## src/rtl/alu_mc.sv

```systemverilog
// alu_mc: multi-cycle ALU with iterative unsigned shift-add MUL; optional zero/carry/overflow flags under ALU_MC_FLAGS_EN.
// Latency: 1 edge from accept for single-cycle ops, WIDTH+1 edges for MUL.
// Backpressure: result held in DONE until out_ready; in_ready only in IDLE, so at most one op every 2 cycles.
module alu_mc #(
  parameter int WIDTH = 32
) (
  input  logic             clk,
  input  logic             reset_n,
  input  logic             in_valid,
  output logic             in_ready,
  input  logic [WIDTH-1:0] A,
  input  logic [WIDTH-1:0] B,
  input  logic [2:0]       ALUop,
  output logic             out_valid,
  input  logic             out_ready,
  output logic [WIDTH-1:0] Result,
  output logic [WIDTH-1:0] Result_hi
`ifdef ALU_MC_FLAGS_EN
  ,
  output logic             zero,
  output logic             carry,
  output logic             overflow
`endif
);

  localparam int CNT_W = $clog2(WIDTH + 1);

  localparam logic [2:0] OP_ADD = 3'b000;
  localparam logic [2:0] OP_SUB = 3'b001;
  localparam logic [2:0] OP_MUL = 3'b010;
  localparam logic [2:0] OP_XOR = 3'b011;
  localparam logic [2:0] OP_AND = 3'b100;
  localparam logic [2:0] OP_OR  = 3'b101;
  localparam logic [2:0] OP_SLT = 3'b110;
  localparam logic [2:0] OP_NOR = 3'b111;

  typedef enum logic [1:0] {IDLE, MUL_RUN, DONE} state_t;

  state_t           state, state_nxt;
  logic             accept;
  logic             mul_last;
  logic [CNT_W-1:0] cnt;
  logic [WIDTH-1:0] a_q;
  logic [WIDTH-1:0] mul_hi, mul_lo, mul_lo_nxt;
  logic [WIDTH:0]   mul_sum;
  logic [WIDTH-1:0] add_res, sub_res, alu_res;

`ifdef ALU_MC_FLAGS_EN
  logic [WIDTH:0] add_ext, sub_ext;
  logic           add_v, sub_v;

  assign add_ext = {1'b0, A} + {1'b0, B};
  assign sub_ext = {1'b0, A} + {1'b0, ~B} + {{WIDTH{1'b0}}, 1'b1};
  assign add_res = add_ext[WIDTH-1:0];
  assign sub_res = sub_ext[WIDTH-1:0];
  assign add_v   = (A[WIDTH-1] == B[WIDTH-1]) && (add_res[WIDTH-1] != A[WIDTH-1]);
  assign sub_v   = (A[WIDTH-1] != B[WIDTH-1]) && (sub_res[WIDTH-1] != A[WIDTH-1]);
`else
  assign add_res = A + B;
  assign sub_res = A - B;
`endif

  always_comb begin
    alu_res = '0;
    case (ALUop)
      OP_ADD:  alu_res = add_res;
      OP_SUB:  alu_res = sub_res;
      OP_XOR:  alu_res = A ^ B;
      OP_AND:  alu_res = A & B;
      OP_OR:   alu_res = A | B;
      OP_SLT:  alu_res = {{(WIDTH-1){1'b0}}, ($signed(A) < $signed(B))};
      OP_NOR:  alu_res = ~(A | B);
      default: alu_res = '0;
    endcase
  end

  // One multiplier bit per cycle: add A into the high half when the LSB is set, then shift right.
  assign mul_sum    = {1'b0, mul_hi} + (mul_lo[0] ? {1'b0, a_q} : {(WIDTH+1){1'b0}});
  assign mul_lo_nxt = {mul_sum[0], mul_lo[WIDTH-1:1]};
  assign mul_last   = (cnt == CNT_W'(WIDTH - 1));

  always_ff @(posedge clk or negedge reset_n) begin
    if (!reset_n) state <= IDLE;
    else          state <= state_nxt;
  end

  always_comb begin
    state_nxt = state;
    in_ready  = 1'b0;
    out_valid = 1'b0;
    accept    = 1'b0;
    case (state)
      IDLE: begin
        in_ready = 1'b1;
        if (in_valid) begin
          accept    = 1'b1;
          state_nxt = (ALUop == OP_MUL) ? MUL_RUN : DONE;
        end
      end
      MUL_RUN: begin
        if (mul_last) state_nxt = DONE;
      end
      DONE: begin
        out_valid = 1'b1;
        if (out_ready) state_nxt = IDLE;
      end
      default: state_nxt = IDLE;
    endcase
  end

  always_ff @(posedge clk or negedge reset_n) begin
    if (!reset_n) begin
      cnt       <= '0;
      a_q       <= '0;
      mul_hi    <= '0;
      mul_lo    <= '0;
      Result    <= '0;
      Result_hi <= '0;
    end else if (accept) begin
      cnt    <= '0;
      a_q    <= A;
      mul_hi <= '0;
      mul_lo <= B;
      if (ALUop != OP_MUL) begin
        Result    <= alu_res;
        Result_hi <= '0;
      end
    end else if (state == MUL_RUN) begin
      mul_hi <= mul_sum[WIDTH:1];
      mul_lo <= mul_lo_nxt;
      cnt    <= mul_last ? '0 : cnt + CNT_W'(1);
      if (mul_last) begin
        Result    <= mul_lo_nxt;
        Result_hi <= mul_sum[WIDTH:1];
      end
    end
  end

`ifdef ALU_MC_FLAGS_EN
  always_ff @(posedge clk or negedge reset_n) begin
    if (!reset_n) begin
      zero     <= 1'b0;
      carry    <= 1'b0;
      overflow <= 1'b0;
    end else if (accept && (ALUop != OP_MUL)) begin
      zero     <= (alu_res == '0);
      carry    <= (ALUop == OP_ADD) ? add_ext[WIDTH] : (ALUop == OP_SUB) ? sub_ext[WIDTH] : 1'b0;
      overflow <= (ALUop == OP_ADD) ? add_v : (ALUop == OP_SUB) ? sub_v : 1'b0;
    end else if ((state == MUL_RUN) && mul_last) begin
      zero     <= (mul_lo_nxt == '0);
      carry    <= 1'b0;
      overflow <= 1'b0;
    end
  end
`endif

endmodule
```

## config.mk

```make
export PLATFORM = sky130hd
export DESIGN_NAME = alu_mc
export DESIGN_NICKNAME = d
export VERILOG_FILES = /design/src/rtl/alu_mc.sv
export SDC_FILE = /design/constraint.sdc
export NUM_CORES = 1
export LEC_CHECK = 0
export ABC_AREA = 1
export CORE_MARGIN = 1.5
export CORE_UTILIZATION = 45
export CTS_CLUSTER_DIAMETER = 60
export DETAILED_ROUTE_END_ITERATION = 16
export PLACE_DENSITY = 0.61
export SETUP_SLACK_MARGIN = 0.5
export SYNTH_ARGS = -nofsm -noshare
export SYNTH_HDL_FRONTEND = slang
export SYNTH_SLANG_ARGS = --single-unit
```

## constraint.sdc

```tcl
create_clock -name clk -period 2.6 [get_ports clk]
set_input_delay 0.39 -clock clk [delete_from_list [all_inputs] [get_ports clk]]
set_output_delay 0.39 -clock clk [all_outputs]
set_load 0.05 [all_outputs]
```

==> results of run 1 <==
final timing paths:
path | start | endpoint | slack (ns) | cells after the start
worst max-delay path | mul_lo[0] | mul_hi[20] | 0.14 | 13
worst min-delay path | B[20] | mul_lo[20] | 0.36 | 4
worst max register to register | mul_lo[0] | mul_hi[20] | 0.14 | 13
worst min register to register | Result_hi[13] | Result_hi[13] | 0.48 | 2
max in group asynchronous | reset_n | mul_lo[0] | 1.20 | 3
min in group asynchronous | reset_n | cnt[3] | 0.50 | 2
power breakdown:
| part | internal (mW) | switching [mW] | total, mW |
|---|---|---|---|
| registers | 3.70 | 0.897 | 4.59 |
| clock network | 1.53 | 1.21 | 2.75 |
| logic | 3.66 | 6.17 | 9.83 |
metrics by stage:
| stage | instances | hold slack (ns) |
|---|---|---|
| floorplan | 2401 | 0.09441 |
| global route | 3292 | 0.3807 |
| detailed placement | 3216 | 0.4411 |
| finish | 3292 | 0.3603 |
| global placement | 3216 | 0.4388 |
| CTS | 3283 | 0.4573 |
kinds of logic after synthesis:
family	count (synthesis)	share of synthesized area
simple gates	1120	0.2997
compound gates	482	0.1784
buf+inv	480	0.1260
flops	168	0.2725
fa+ha+maj	149	0.1223
xor+xnor	2	0.001136
registers in the layout, indices dropped and copies added, names as in the netlist:
name / cells
Result: 32
mul_hi: 32
cnt: 6
mul_lo: 32
a_q: 32
Result_hi: 32
state: 2
tightest hold or removal path, cell delays in order:
cell and delay (ns):
clkbuf_2 0.11, inv_1 0.08, buf_4 0.11, o21ai_0 0.07
area by class of cell:
type	count	area, sq um
clock inverter	15	186.4
sequential	168	4205
timing repair buffer	504	4354
multi-input combinational	1753	11140
clock buffer	17	425.4
inverter	387	1455
tap	448	560.5
fill	2913	11290
synthesized netlist by cell type, drive strengths merged, types with 8 or more instances:
cell | count | area share
a21oi | 162 | 0.053
a221oi | 20 | 0.011
a22oi | 24 | 0.012
a31oi | 8 | 0.0032
buf | 50 | 0.021
clkbuf | 43 | 0.011
dfrtp | 168 | 0.27
ha | 146 | 0.12
inv | 387 | 0.094
nand2 | 707 | 0.17
nand3 | 171 | 0.057
nand4 | 21 | 0.0085
nor2 | 180 | 0.045
nor3 | 21 | 0.0082
o21ai | 188 | 0.061
o21bai | 16 | 0.0078
o221ai | 8 | 0.0045
o22ai | 27 | 0.011
timing repair:
| action | 4_1_cts | 5_1_grt |
|---|---|---|
| endpoints found under the hold margin | 68 | 0 |
| gates resized for setup | 358 | 199 |
| hold buffers | 1 | 0 |
| endpoints found under the setup margin | 99 | 105 |
| cloned | 0 | 0 |
| pin swaps | 87 | 48 |
| buffers inserted | 34 | 9 |
metal layers:
| layer | track usage | up-vias |
|---|---|---|
| met1 | 0.4984 | 8583 |
| met2 | 0.5881 | 798 |
| li1 | - | 8619 |
| met5 | 0 | - |
| met3 | 0.06195 | 187 |
| met4 | 0.1243 | 6 |
==> results.tsv, run 1 <==
stage	metric	value	unit
run_status	status	completed	
die	IO Pins	137	
timing	Setup-failing EPs final	0	
clocking	H-tree levels	4	
timing	final hold violation count	0	
layout	layout cells sized above 1	0.2873	
placed_design	pre-CTS setup slack	-0.5603	ns
layout	most frequent cells in the layout	nand2_1 (606), buf_4 (345), inv_1 (323)	
timing	FMAX	406.9	MHz
timing	max-slew violation count	0	
worst_hold_path	worst hold path type	input pin to register	
grt	number of global-route vias before repair	17728	
clocking	TritonCTS Sinks	168	
clocking	Worst-path clk slew	0.07	ns
setup_path	Worst EP arrival	2.79	ns
layout	antenna cells	0	
synthesis	Post-synth EDFFs	0	
layout	Area Growth Syn to Fin	44.71	%
placed_design	placed inst area	19620	sq um
placed_design	hpwl dp	50510	microns
drt	WL per Instance	19.82	microns
grt	GRT Overall Usage	0.3665	
synthesis	Cell Area, Synth	15430	sq um
setup_path	CP bufs+invs	2	
layout	Final nets	3051	
drt	DR vias/cell	5.526	
clocking	Root Driver	clkbuf_16	
timing	min Tclk post-route	2.457	ns
drt	Met2 Wirelength	29190	microns
setup_path	critical path's largest stage delay	0.45	ns
setup_path	crit-path cells	buf_6 > nand2_1 > inv_1 > ha_2 > nand2_1 > a31oi_1 > nor2_2 > o21ai_2 > nand2_1 > o21ai_0 > nand2_1 > nand4_1 > nand2_1	
grt	initial antenna violation count	3	
drt	met3 WL	5538	microns
synthesis	sequential area share after synthesis	0.2725	
setup_path	kind of critical path	register to register	
setup_path	Worst setup SP type	register	
timing	Final WS setup	0.1427	ns
timing	Setup TNS	0	ns
grt	Congestion Overflow GR	0	
placed_design	placer congestion estimate	1.004	
layout	most common cell after layout, fill and taps aside	nand2_1	
synthesis	top_reg_cell synth	dfrtp_1	
timing	fin crit share	0.9451	
synthesis	syn_area_per_cell	6.425	sq um
power_and_ir_drop	PnR Total Power	17.17	mW
power_and_ir_drop	pwr dens	769.0	nW/um^2
die	height of the die	188.2	microns
drt	wl on met1	28090	microns
timing	Relative slew margins	0.5217	
synthesis	asr flop ratio synth	1.000	
synthesis	post-synth cell types	46	
synthesis	Mapped Cells	2401	
die	DIE WIDTH	188.2	microns
clocking	CTS max path bufs	2	
setup_path	cell mode on critical path	nand2_1	
timing	Tightest Pin Transition	0.7175	ns
drt	max layer used	met5	
clocking	CTS Buf Count	17	
layout	final core occ	0.6640	
timing	RSZ-0062 raised after global routing	yes	
clocking	latest clock arrival within the worst-skew pair	0.46	ns
setup_path	CP delay by family, top	simple AND/OR/NAND/NOR gates	
synthesis	synth warn	0	
die	number of cell rows	67	
setup_path	CP max FO	5	
power_and_ir_drop	P_leak	11.40	nW
die	core area	33620	sq um
die	initial core utilization	0.4589	
timing	Worst Clk Skew	0.01441	ns
setup_path	Worst path slowest cell	dfrtp_2	
die	Die ar.	35400	sq um
placed_design	PortBufs	136	
setup_path	Critical Path RT	2.94	ns
grt	largest net degree at the start of global routing	151	
grt	first-pass GRT wire length	99450	microns
drt	DRT iter0 DRCs	1732	
setup_path	Worst setup EP type	register	
clocking	CTS tree	built	
layout	post-route cell area	22320	sq um
drt	iteration count of the initial detailed-routing pass	8	
drt	DRC Markers	0	
drt	WL final	65250	microns
power_and_ir_drop	VDD IR max	0.7361	mV
drt	Vias	18193	
drt	Post-DRT Antenna Nets	0	
synthesis	post-synthesis register bit count	168	
run	max cap viols	0	
synthesis	Syn Nets	2621	
Note: power is estimated with default switching activity, not from simulation.
==> run 2: changes to the inputs <==
GPL_ROUTABILITY_DRIVEN = 1   (was default)
==> results of run 2 <==
The final DEF is identical to that of run 1; final timing and power are the same.
